--- config.mk ---
export PLATFORM = sky130hd
export DESIGN_NAME = uart_rx_port
export DESIGN_NICKNAME = d
export VERILOG_FILES = /design/src/rtl/uart_rx_pkg.sv /design/src/rtl/uart_rx_core.sv /design/src/rtl/uart_rx_port.sv
export SDC_FILE = /design/constraint.sdc
export NUM_CORES = 1
export LEC_CHECK = 0
export ABC_AREA = 1
export CAP_MARGIN = 30
export CORE_UTILIZATION = 55
export CTS_CLUSTER_DIAMETER = 30
export DETAILED_ROUTE_END_ITERATION = 16
export PLACE_DENSITY = 0.85
export SLEW_MARGIN = 10
export SYNTH_ARGS = -nofsm -noshare
export SYNTH_HDL_FRONTEND = slang
export SYNTH_SLANG_ARGS = --single-unit
export TNS_END_PERCENT = 5
--- constraint.sdc ---
create_clock -name clk -period 2 [get_ports clk]
set_input_delay 0.2 -clock clk [delete_from_list [all_inputs] [get_ports clk]]
set_output_delay 0.2 -clock clk [all_outputs]
set_load 0.02 [all_outputs]
--- src/rtl/uart_rx_pkg.sv ---
// Shared definitions for the memory-mapped UART receive port.
// Holds the receiver state encoding, the default register addresses
// and the bit positions inside the status register.
package uart_rx_pkg;

  typedef enum logic [1:0] {
    IDLE,
    START,
    DATA,
    STOP
  } rx_state_t;

  localparam logic [7:0] DEFAULT_DATA_ADDR   = 8'hFE;
  localparam logic [7:0] DEFAULT_STATUS_ADDR = 8'hFD;

  localparam int VALID_B = 0;
  localparam int OVR_B   = 1;
  localparam int FERR_B  = 2;
  localparam int FULL_B  = 3;

endpackage

--- src/rtl/uart_rx_core.sv ---
// 8N1 serial deserializer: synchronizes the asynchronous rx line, finds
// the start bit, samples each bit near its centre and reports either a
// received byte (byte_stb) or a framing error (ferr_stb) for one cycle.
module uart_rx_core
  import uart_rx_pkg::*;
#(
  parameter int CLKS_PER_BIT = 434
) (
  input  logic       clk,
  input  logic       rst,
  input  logic       rx,
  output logic [7:0] byte_o,
  output logic       byte_stb,
  output logic       ferr_stb
);

  localparam int CW = $clog2(CLKS_PER_BIT);
  localparam logic [CW-1:0] FULL_RELOAD = CW'(CLKS_PER_BIT - 1);
  localparam logic [CW-1:0] HALF_RELOAD = CW'(CLKS_PER_BIT / 2 - 1);

  logic            rx_meta;
  logic            rx_sync;
  rx_state_t       state;
  logic [CW-1:0]   baud_cnt;
  logic [2:0]      bit_cnt;
  logic [7:0]      shreg;
  logic            wait_high;

  // Two-flop synchronizer; resets to the idle-high line level so no false start is seen.
  always_ff @(posedge clk) begin
    if (rst) begin
      rx_meta <= 1'b1;
      rx_sync <= 1'b1;
    end else begin
      rx_meta <= rx;
      rx_sync <= rx_meta;
    end
  end

  // Frame FSM: baud counter reloads on each state entry and a sample is taken when it reaches zero.
  always_ff @(posedge clk) begin
    if (rst) begin
      state     <= IDLE;
      baud_cnt  <= FULL_RELOAD;
      bit_cnt   <= 3'd0;
      shreg     <= 8'h00;
      wait_high <= 1'b0;
      byte_o    <= 8'h00;
      byte_stb  <= 1'b0;
      ferr_stb  <= 1'b0;
    end else begin
      byte_stb <= 1'b0;
      ferr_stb <= 1'b0;
      case (state)
        IDLE: begin
          if (wait_high) begin
            if (rx_sync) begin
              wait_high <= 1'b0;
            end
          end else if (!rx_sync) begin
            state    <= START;
            baud_cnt <= HALF_RELOAD;
          end
        end
        START: begin
          if (baud_cnt == '0) begin
            if (!rx_sync) begin
              state    <= DATA;
              baud_cnt <= FULL_RELOAD;
              bit_cnt  <= 3'd0;
            end else begin
              state    <= IDLE;
              baud_cnt <= FULL_RELOAD;
            end
          end else begin
            baud_cnt <= baud_cnt - CW'(1);
          end
        end
        DATA: begin
          if (baud_cnt == '0) begin
            shreg    <= {rx_sync, shreg[7:1]};
            baud_cnt <= FULL_RELOAD;
            if (bit_cnt == 3'd7) begin
              state <= STOP;
            end else begin
              bit_cnt <= bit_cnt + 3'd1;
            end
          end else begin
            baud_cnt <= baud_cnt - CW'(1);
          end
        end
        STOP: begin
          if (baud_cnt == '0) begin
            if (rx_sync) begin
              byte_o   <= shreg;
              byte_stb <= 1'b1;
            end else begin
              ferr_stb  <= 1'b1;
              wait_high <= 1'b1;
            end
            state    <= IDLE;
            baud_cnt <= FULL_RELOAD;
          end else begin
            baud_cnt <= baud_cnt - CW'(1);
          end
        end
        default: begin
          state    <= IDLE;
          baud_cnt <= FULL_RELOAD;
        end
      endcase
    end
  end

endmodule

--- src/rtl/uart_rx_port.sv ---
// Memory-mapped UART receive port: buffers bytes from uart_rx_core and
// exposes a data register and a status register {5'b0/full, ferr, ovr, valid}
// on the CPU data address bus. Define UART_RX_FIFO_EN to replace the
// single-byte buffer with a FIFO_DEPTH-entry circular FIFO.
module uart_rx_port
  import uart_rx_pkg::*;
#(
  parameter int         CLKS_PER_BIT = 434,
  parameter logic [7:0] DATA_ADDR    = DEFAULT_DATA_ADDR,
  parameter logic [7:0] STATUS_ADDR  = DEFAULT_STATUS_ADDR,
  parameter int         FIFO_DEPTH   = 4
) (
  input  logic       clk,
  input  logic       rst,
  input  logic       rx,
  input  logic [7:0] Address,
  input  logic       rd_en,
  output logic [7:0] RxData,
  output logic       sel,
  output logic       irq
);

  logic [7:0] byte_o;
  logic       byte_stb;
  logic       ferr_stb;
  logic       consume;
  logic       status_clr;
  logic       valid;
  logic       full;
  logic       ovr;
  logic       ferr;
  logic       ovr_set;
  logic [7:0] head;

  uart_rx_core #(
    .CLKS_PER_BIT(CLKS_PER_BIT)
  ) u_core (
    .clk     (clk),
    .rst     (rst),
    .rx      (rx),
    .byte_o  (byte_o),
    .byte_stb(byte_stb),
    .ferr_stb(ferr_stb)
  );

  assign consume    = rd_en && (Address == DATA_ADDR);
  assign status_clr = rd_en && (Address == STATUS_ADDR);

`ifdef UART_RX_FIFO_EN
  localparam int PW = $clog2(FIFO_DEPTH) + 1;

  logic [7:0]    mem [FIFO_DEPTH];
  logic [PW-1:0] wr_ptr;
  logic [PW-1:0] rd_ptr;
  logic          empty;
  logic          push;
  logic          pop;

  assign empty   = (wr_ptr == rd_ptr);
  assign full    = (wr_ptr[PW-1] != rd_ptr[PW-1]) && (wr_ptr[PW-2:0] == rd_ptr[PW-2:0]);
  assign pop     = consume && !empty;
  assign push    = byte_stb && (!full || pop);
  assign ovr_set = byte_stb && full && !pop;
  assign valid   = !empty;
  assign head    = mem[rd_ptr[PW-2:0]];

  // Circular FIFO; a pop frees the head slot in the same cycle so a push while full still fits.
  always_ff @(posedge clk) begin
    if (rst) begin
      wr_ptr <= '0;
      rd_ptr <= '0;
      for (int i = 0; i < FIFO_DEPTH; i++) begin
        mem[i] <= 8'h00;
      end
    end else begin
      if (push) begin
        mem[wr_ptr[PW-2:0]] <= byte_o;
        wr_ptr              <= wr_ptr + PW'(1);
      end
      if (pop) begin
        rd_ptr <= rd_ptr + PW'(1);
      end
    end
  end
`else
  logic [7:0] rx_buf;

  assign full    = 1'b0;
  assign ovr_set = byte_stb && valid && !consume;
  assign head    = rx_buf;

  // Single-byte buffer; a commit is only accepted when empty or being read in the same cycle.
  always_ff @(posedge clk) begin
    if (rst) begin
      rx_buf <= 8'h00;
      valid  <= 1'b0;
    end else begin
      if (byte_stb && (!valid || consume)) begin
        rx_buf <= byte_o;
        valid  <= 1'b1;
      end else if (consume) begin
        valid <= 1'b0;
      end
    end
  end
`endif

  // Sticky error flags cleared by a status read; a same-cycle set takes priority.
  always_ff @(posedge clk) begin
    if (rst) begin
      ovr  <= 1'b0;
      ferr <= 1'b0;
    end else begin
      ovr  <= ovr_set  || (ovr  && !status_clr);
      ferr <= ferr_stb || (ferr && !status_clr);
    end
  end

  // Read mux and select decode for the CPU data path.
  always_comb begin
    RxData = 8'h00;
    sel    = 1'b0;
    if (Address == DATA_ADDR) begin
      RxData = head;
      sel    = 1'b1;
    end else if (Address == STATUS_ADDR) begin
      RxData         = 8'h00;
      RxData[VALID_B] = valid;
      RxData[OVR_B]   = ovr;
      RxData[FERR_B]  = ferr;
      RxData[FULL_B]  = full;
      sel            = 1'b1;
    end
  end

  assign irq = valid;

endmodule

* After elaboration in Yosys (flattened, before gate mapping)
Cells that the tools add are included.
W data, S select, Z words.
** Storage, ports and cells
- Register bits after elaboration :: 46
- Input bits :: 12
- Output and inout port bits :: 10
- Logic and storage cells :: 88
** Operators by class
- Add/subtract/negate cells :: 2
- Equal/unequal tests :: 15
- Mux-type cells :: 29
- Bitwise operators :: 2
- Reductions and logical operators :: 26
** Operators with widths (count)
- $mux W9 :: 3
- $pmux W9 S2 :: 1
- $eq A8 B8 Y1 const B :: 2
- $mux W3 :: 5
- $mux W2 :: 7
- $ne A2 B2 Y1 const B :: 5
- $logic_not A9 Y1 :: 1
- $mux W1 :: 9
- $sub A9 B1 Y9 const B :: 1
- $mux W8 :: 1
- $ne A2 B1 Y1 const B :: 4
- $pmux W2 S4 :: 1
- $logic_and A1 B1 Y1 :: 7
- $pmux W3 S2 :: 1
- $reduce_and A3 Y1 :: 2
- $reduce_and A6 Y1 :: 1
- $reduce_bool A2 Y1 :: 3
- $reduce_or A3 Y1 :: 2
- $reduce_and A5 Y1 :: 1
- $eq A2 B2 Y1 const B :: 2
- $reduce_and A2 Y1 :: 2
- $add A3 B1 Y3 const B :: 1
- $eq A3 B3 Y1 const B :: 1
- $logic_not A1 Y1 :: 3
- other kinds (5) :: 8

* Depth between registers and ports, before layout
- Depth in word-level cells :: 5
- Depth in mapped cells :: 11
- Depth with buffers taken out :: 10

* Hierarchy
From an unflattened synthesis, not the netlist that was laid out.
** Unflattened totals
- Cell total of the unflattened synthesis :: 299
- Area total of the unflattened synthesis :: 2253.4 µm²
** Modules (own cells, without submodules)
- uart_rx_core :: instances 1, cells each 202, area each 1549.0 µm², seq. area each 700.7 µm²
- uart_rx_port :: instances 1, cells each 97, area each 704.4 µm², seq. area each 220.2 µm²

* Worst setup path after synthesis
Ideal clock, no wire load.
- Path kind :: register to register
- From :: register u_core.state[0]
- To :: register u_core.bit_cnt[0]
- Setup time :: 0.115 ns
- Arrival :: 1.342 ns
- Data required time :: 1.885 ns
- Setup slack :: 0.543 ns
- Cell stages (with the launch flop) :: 7
- Path buffers :: 0
- Period minus slack after synthesis :: 1.457 ns
- Cells stage by stage :: dfxtp_1 -> inv_1 -> ha_1 -> o21ai_0 -> nand3_1 -> nand2_1 -> nor2_1
** On the way
- Cells in the longest elaborated chain, start to end :: 3
- Elaborated cells on any way between the ends :: 9
- Classes of those cells :: 6 x eq/ne; 1 x mux; 2 x reduce/logical
** RTL lines
- start, declared :: line uart_rx_core.sv:23 : rx_state_t state;
- start signal, assigned :: line uart_rx_core.sv:43 : state <= IDLE;
- start signal, assigned :: line uart_rx_core.sv:61 : state <= START;
- start signal, assigned :: line uart_rx_core.sv:68 : state <= DATA;
- $eq A2 B2 Y1 / $eq A2 B1 Y1 (equally long branches) :: line uart_rx_core.sv:54 : case (state)
- $ne A2 B1 Y1 (no source line) (tied with other cells)
- $reduce_and A5 Y1 (no source line)
- end signal, assigned :: line uart_rx_core.sv:86 : bit_cnt <= bit_cnt + 3'd1;
- end, declared :: line uart_rx_core.sv:25 : logic [2:0] bit_cnt;
Several ways; a longest one is shown, not always the timed one.
A chain may end at the register's enable or synchronous reset.

* Final worst setup path
- From :: register u_core.baud_cnt[0]
- To :: register u_core.byte_o[1]
** On the way
- Cells in the longest elaborated chain, start to end :: 2
** RTL lines
- start, declared :: line uart_rx_core.sv:24 : logic [CW-1:0] baud_cnt;
- start signal, assigned :: line uart_rx_core.sv:76 : baud_cnt <= baud_cnt - CW'(1);
- start signal, assigned :: line uart_rx_core.sv:89 : baud_cnt <= baud_cnt - CW'(1);
- start signal, assigned :: line uart_rx_core.sv:104 : baud_cnt <= baud_cnt - CW'(1);
- $logic_not A9 Y1 :: line uart_rx_core.sv:93 : if (baud_cnt == '0) begin
- $reduce_and A3 Y1 (no source line)
- end signal, assigned :: line uart_rx_core.sv:95 : byte_o <= shreg;
- end, declared :: line uart_rx_core.sv:12 : output logic [7:0] byte_o,
No other way between the ends.

==> out/results.ini <==
[power_and_ir_drop]
combinationalPowerShare = 0.293
p_total_mw = 2.34
p_int_mw = 1.54
p_leak_nw = 1.31
peakVddDrop_uv = 644
power.switching_mw = 0.808
pwr-share-seq = 0.459
clock_power_share = 0.248
powerDensity_mw_per_mm2 = 879
swShare = 0.345

[detailed_routing]
vias_per_cell = 5.16
vias = 2029
ant_nets = 0
drtIter0Drc = 116
wl_per_cell_um = 11.1
drc = 0
wirelength_um = 4350
dr.pass1.iters = 5

[sta]
finalSetupTns_ns = 0
timing.fmax_ghz = 0.594
skew_ns = 0.00406
setup_viol = 0
rsz0062_at_grt = no
whs_ns = 0.414
finalHoldViolations = 0
slew_headroom = 0.611
fin_ws_ns = 0.317
fin_crit_ns = 1.68
worstMarginPinSlew_ns = 0.582
final-max-slew-violation-count = 0
finalCritPeriodShare = 0.841

[synthesis]
synth_edf_count = 0
synth_fp_nets = 338
synthMuxAreaShare = 0
syn_area_per_cell_sq_um = 7.11
synth_compound_area_frac = 0.120
yosysMostFrequentCell = nand2_1
synth_top_cell_by_area = dfxtp_1
synth_top_cells_by_count = nand2_1, dfxtp_1, nor2_1
synth_top_family_by_area = simple AND/OR/NAND/NOR gates
ys_seq_area_frac = 0.407
ys.flop_type = dfxtp_1
yosys.area_share.simple = 0.339
synth_area_sq_mm = 0.00226
ys_async_sr_fraction = 0
ys_warn_count = 0
synth.distinct_cells = 28
synth_top_area_frac = 0.407
synth_fa_ha_area_frac = 0.0443
synth_cells = 318
netlist_top_cells_area = dfxtp_1, nand2_1, nand3_1
synth-seq-cells = 46
synth_xor_area_frac = 0

[worst_setup_path]
worst-path-max-fanout = 17
slowest_stage = dfxtp_1
crit_required_ns = 2.19
cpPeakStageDelay_ns = 0.31
cp-start-kind = flip-flop
arrival_ns = 1.88
cp_cell_sequence = inv_1 > ha_1 > nand2_1 > nor2_2 > nand3_4 > clkinv_2 > nand3_4 > nor2_1 > nor2_1
crit_path_end_kind = flip-flop
crit_type = reg -> reg

[clock_network]
cts-htree-levels = 2
cts_sinks = 46
cts-buffers-inserted = 5
clockBufferDepth = 2
clkLatencyLatePin_ns = 0.30
post_cts_buffers = 0
cts_tree = done
clk_pin_slew_ns = 0.08
cts_root_buffer = clkbuf_8

[floorplanning]
die_y_um = 66.1
rows = 22
io_pins = 22
core_area_sq_mm = 0.00380
dieWidth_um = 66.1
dieArea_sq_mm = 0.00437
initial_utilization = 0.595

[finish]
syn_to_final_growth_pct = 17.9
num-nets-final = 364
drive_above_1_share = 0.113
diodes = 0
final_area_sq_mm = 0.00267
stdcell_count = 393
finish.utilization = 0.702

[placement]
place_ws_ns = 0.00513
placed_cells = 385
hpwl_um = 3060
placed_area_sq_mm = 0.00254
portBuffers = 21
place_congestion = 0.792

[grt]
grt_overflow_total = 0
grt_pass1_wl_um = 7340
antenna_found_initial = 0
track_usage = 0.217
grt_start_max_net_pins = 29
first_global_vias = 1795

[run_status]
status = finished clean

[worst_hold_path]
holdCritPathClass = reg -> reg

[run]
cap_violations = 0

-- layout by cell type (no fill, tap or decap), types with 2 or more instances in the layout --
master / count
o21ai_0: 15
clkbuf_8: 6
a31oi_1: 2
a21oi_1: 30
nand3_4: 2
nand3_1: 33
nor2_1: 43
dlymetal6s2s_1: 9
inv_1: 30
clkinv_1: 2
inv_2: 5
clkinv_2: 2
or2_2: 3
nand2_1: 69
buf_4: 7
nand4_1: 3
nand2_2: 3
nand3b_1: 2
ha_1: 8
dfxtp_1: 46
nor2_4: 5
clkdlybuf4s50_1: 12
-- registers in the layout, indices dropped and copies added, names as in the netlist, 3 cells and up, named ones only --
signal / count
u_core.baud_cnt: 9
u_core.bit_cnt: 3
head: 8
u_core.shreg: 8
u_core.byte_o: 8
-- final timing paths --
check                      from          endpoint  slack [ns]  cells past startpoint
min reg2reg      u_core.rx_meta    u_core.rx_sync        0.41                      1
min              u_core.rx_meta    u_core.rx_sync        0.41                      1
max reg2reg  u_core.baud_cnt[0]  u_core.byte_o[1]        0.32                      9
max          u_core.baud_cnt[0]  u_core.byte_o[1]        0.32                      9
-- area by class of cell --
type | count | area, sq um
repair buffers | 29 | 305
flip-flops and latches | 46 | 921
clock inverters | 2 | 12.5
fillers | 313 | 1130
inverters | 38 | 144
clock buffers | 6 | 82.6
well taps | 48 | 60.1
multi-input cells | 224 | 1140
-- kinds of logic (layout without fill, tap and decap cells) --
| kind of cell | Yosys count | after routing |
|---|---|---|
| AO/OA/AOI/OAI | 50 | 50 |
| adder cells (fa/ha/maj) | 8 | 8 |
| buffers and inverters | 48 | 75 |
| flip-flops | 46 | 46 |
| AND/OR/NAND/NOR | 166 | 166 |
-- layer usage --
metal,wire [um],vias up,track usage
met1,2080,910,0.272
met2,1980,44,0.361
li1,-,1069,-
met3,238,6,0.0534
met5,0,-,0
met4,58,0,0.0718
-- power by group through the flow --
stage          clock (mW)  combinational [mW]  sequential (mW)
2_1_floorplan           0               0.520             1.08
3_3_place_gp            0               0.641             1.09
3_5_place_dp            0               0.672             1.10
4_1_cts             0.595               0.676             1.07
5_1_grt             0.633               0.780             1.09
6_report            0.581               0.686             1.08
-- worst max-delay path, delay by kind of cell, from the launching register on --
family | cells | cell delay (ns)
adders and majority gates | 1 | 0.21
buffers and inverters | 2 | 0.30
DFF | 1 | 0.31
and+or+nand+nor | 6 | 0.76
-- what timing repair did --
action | 4_1_cts | 5_1_grt
setup endpoints to repair | 0 | 9
gates resized for setup | 0 | 10
hold buffers | 0 | 0
Power figures use the tool's default switching activity.
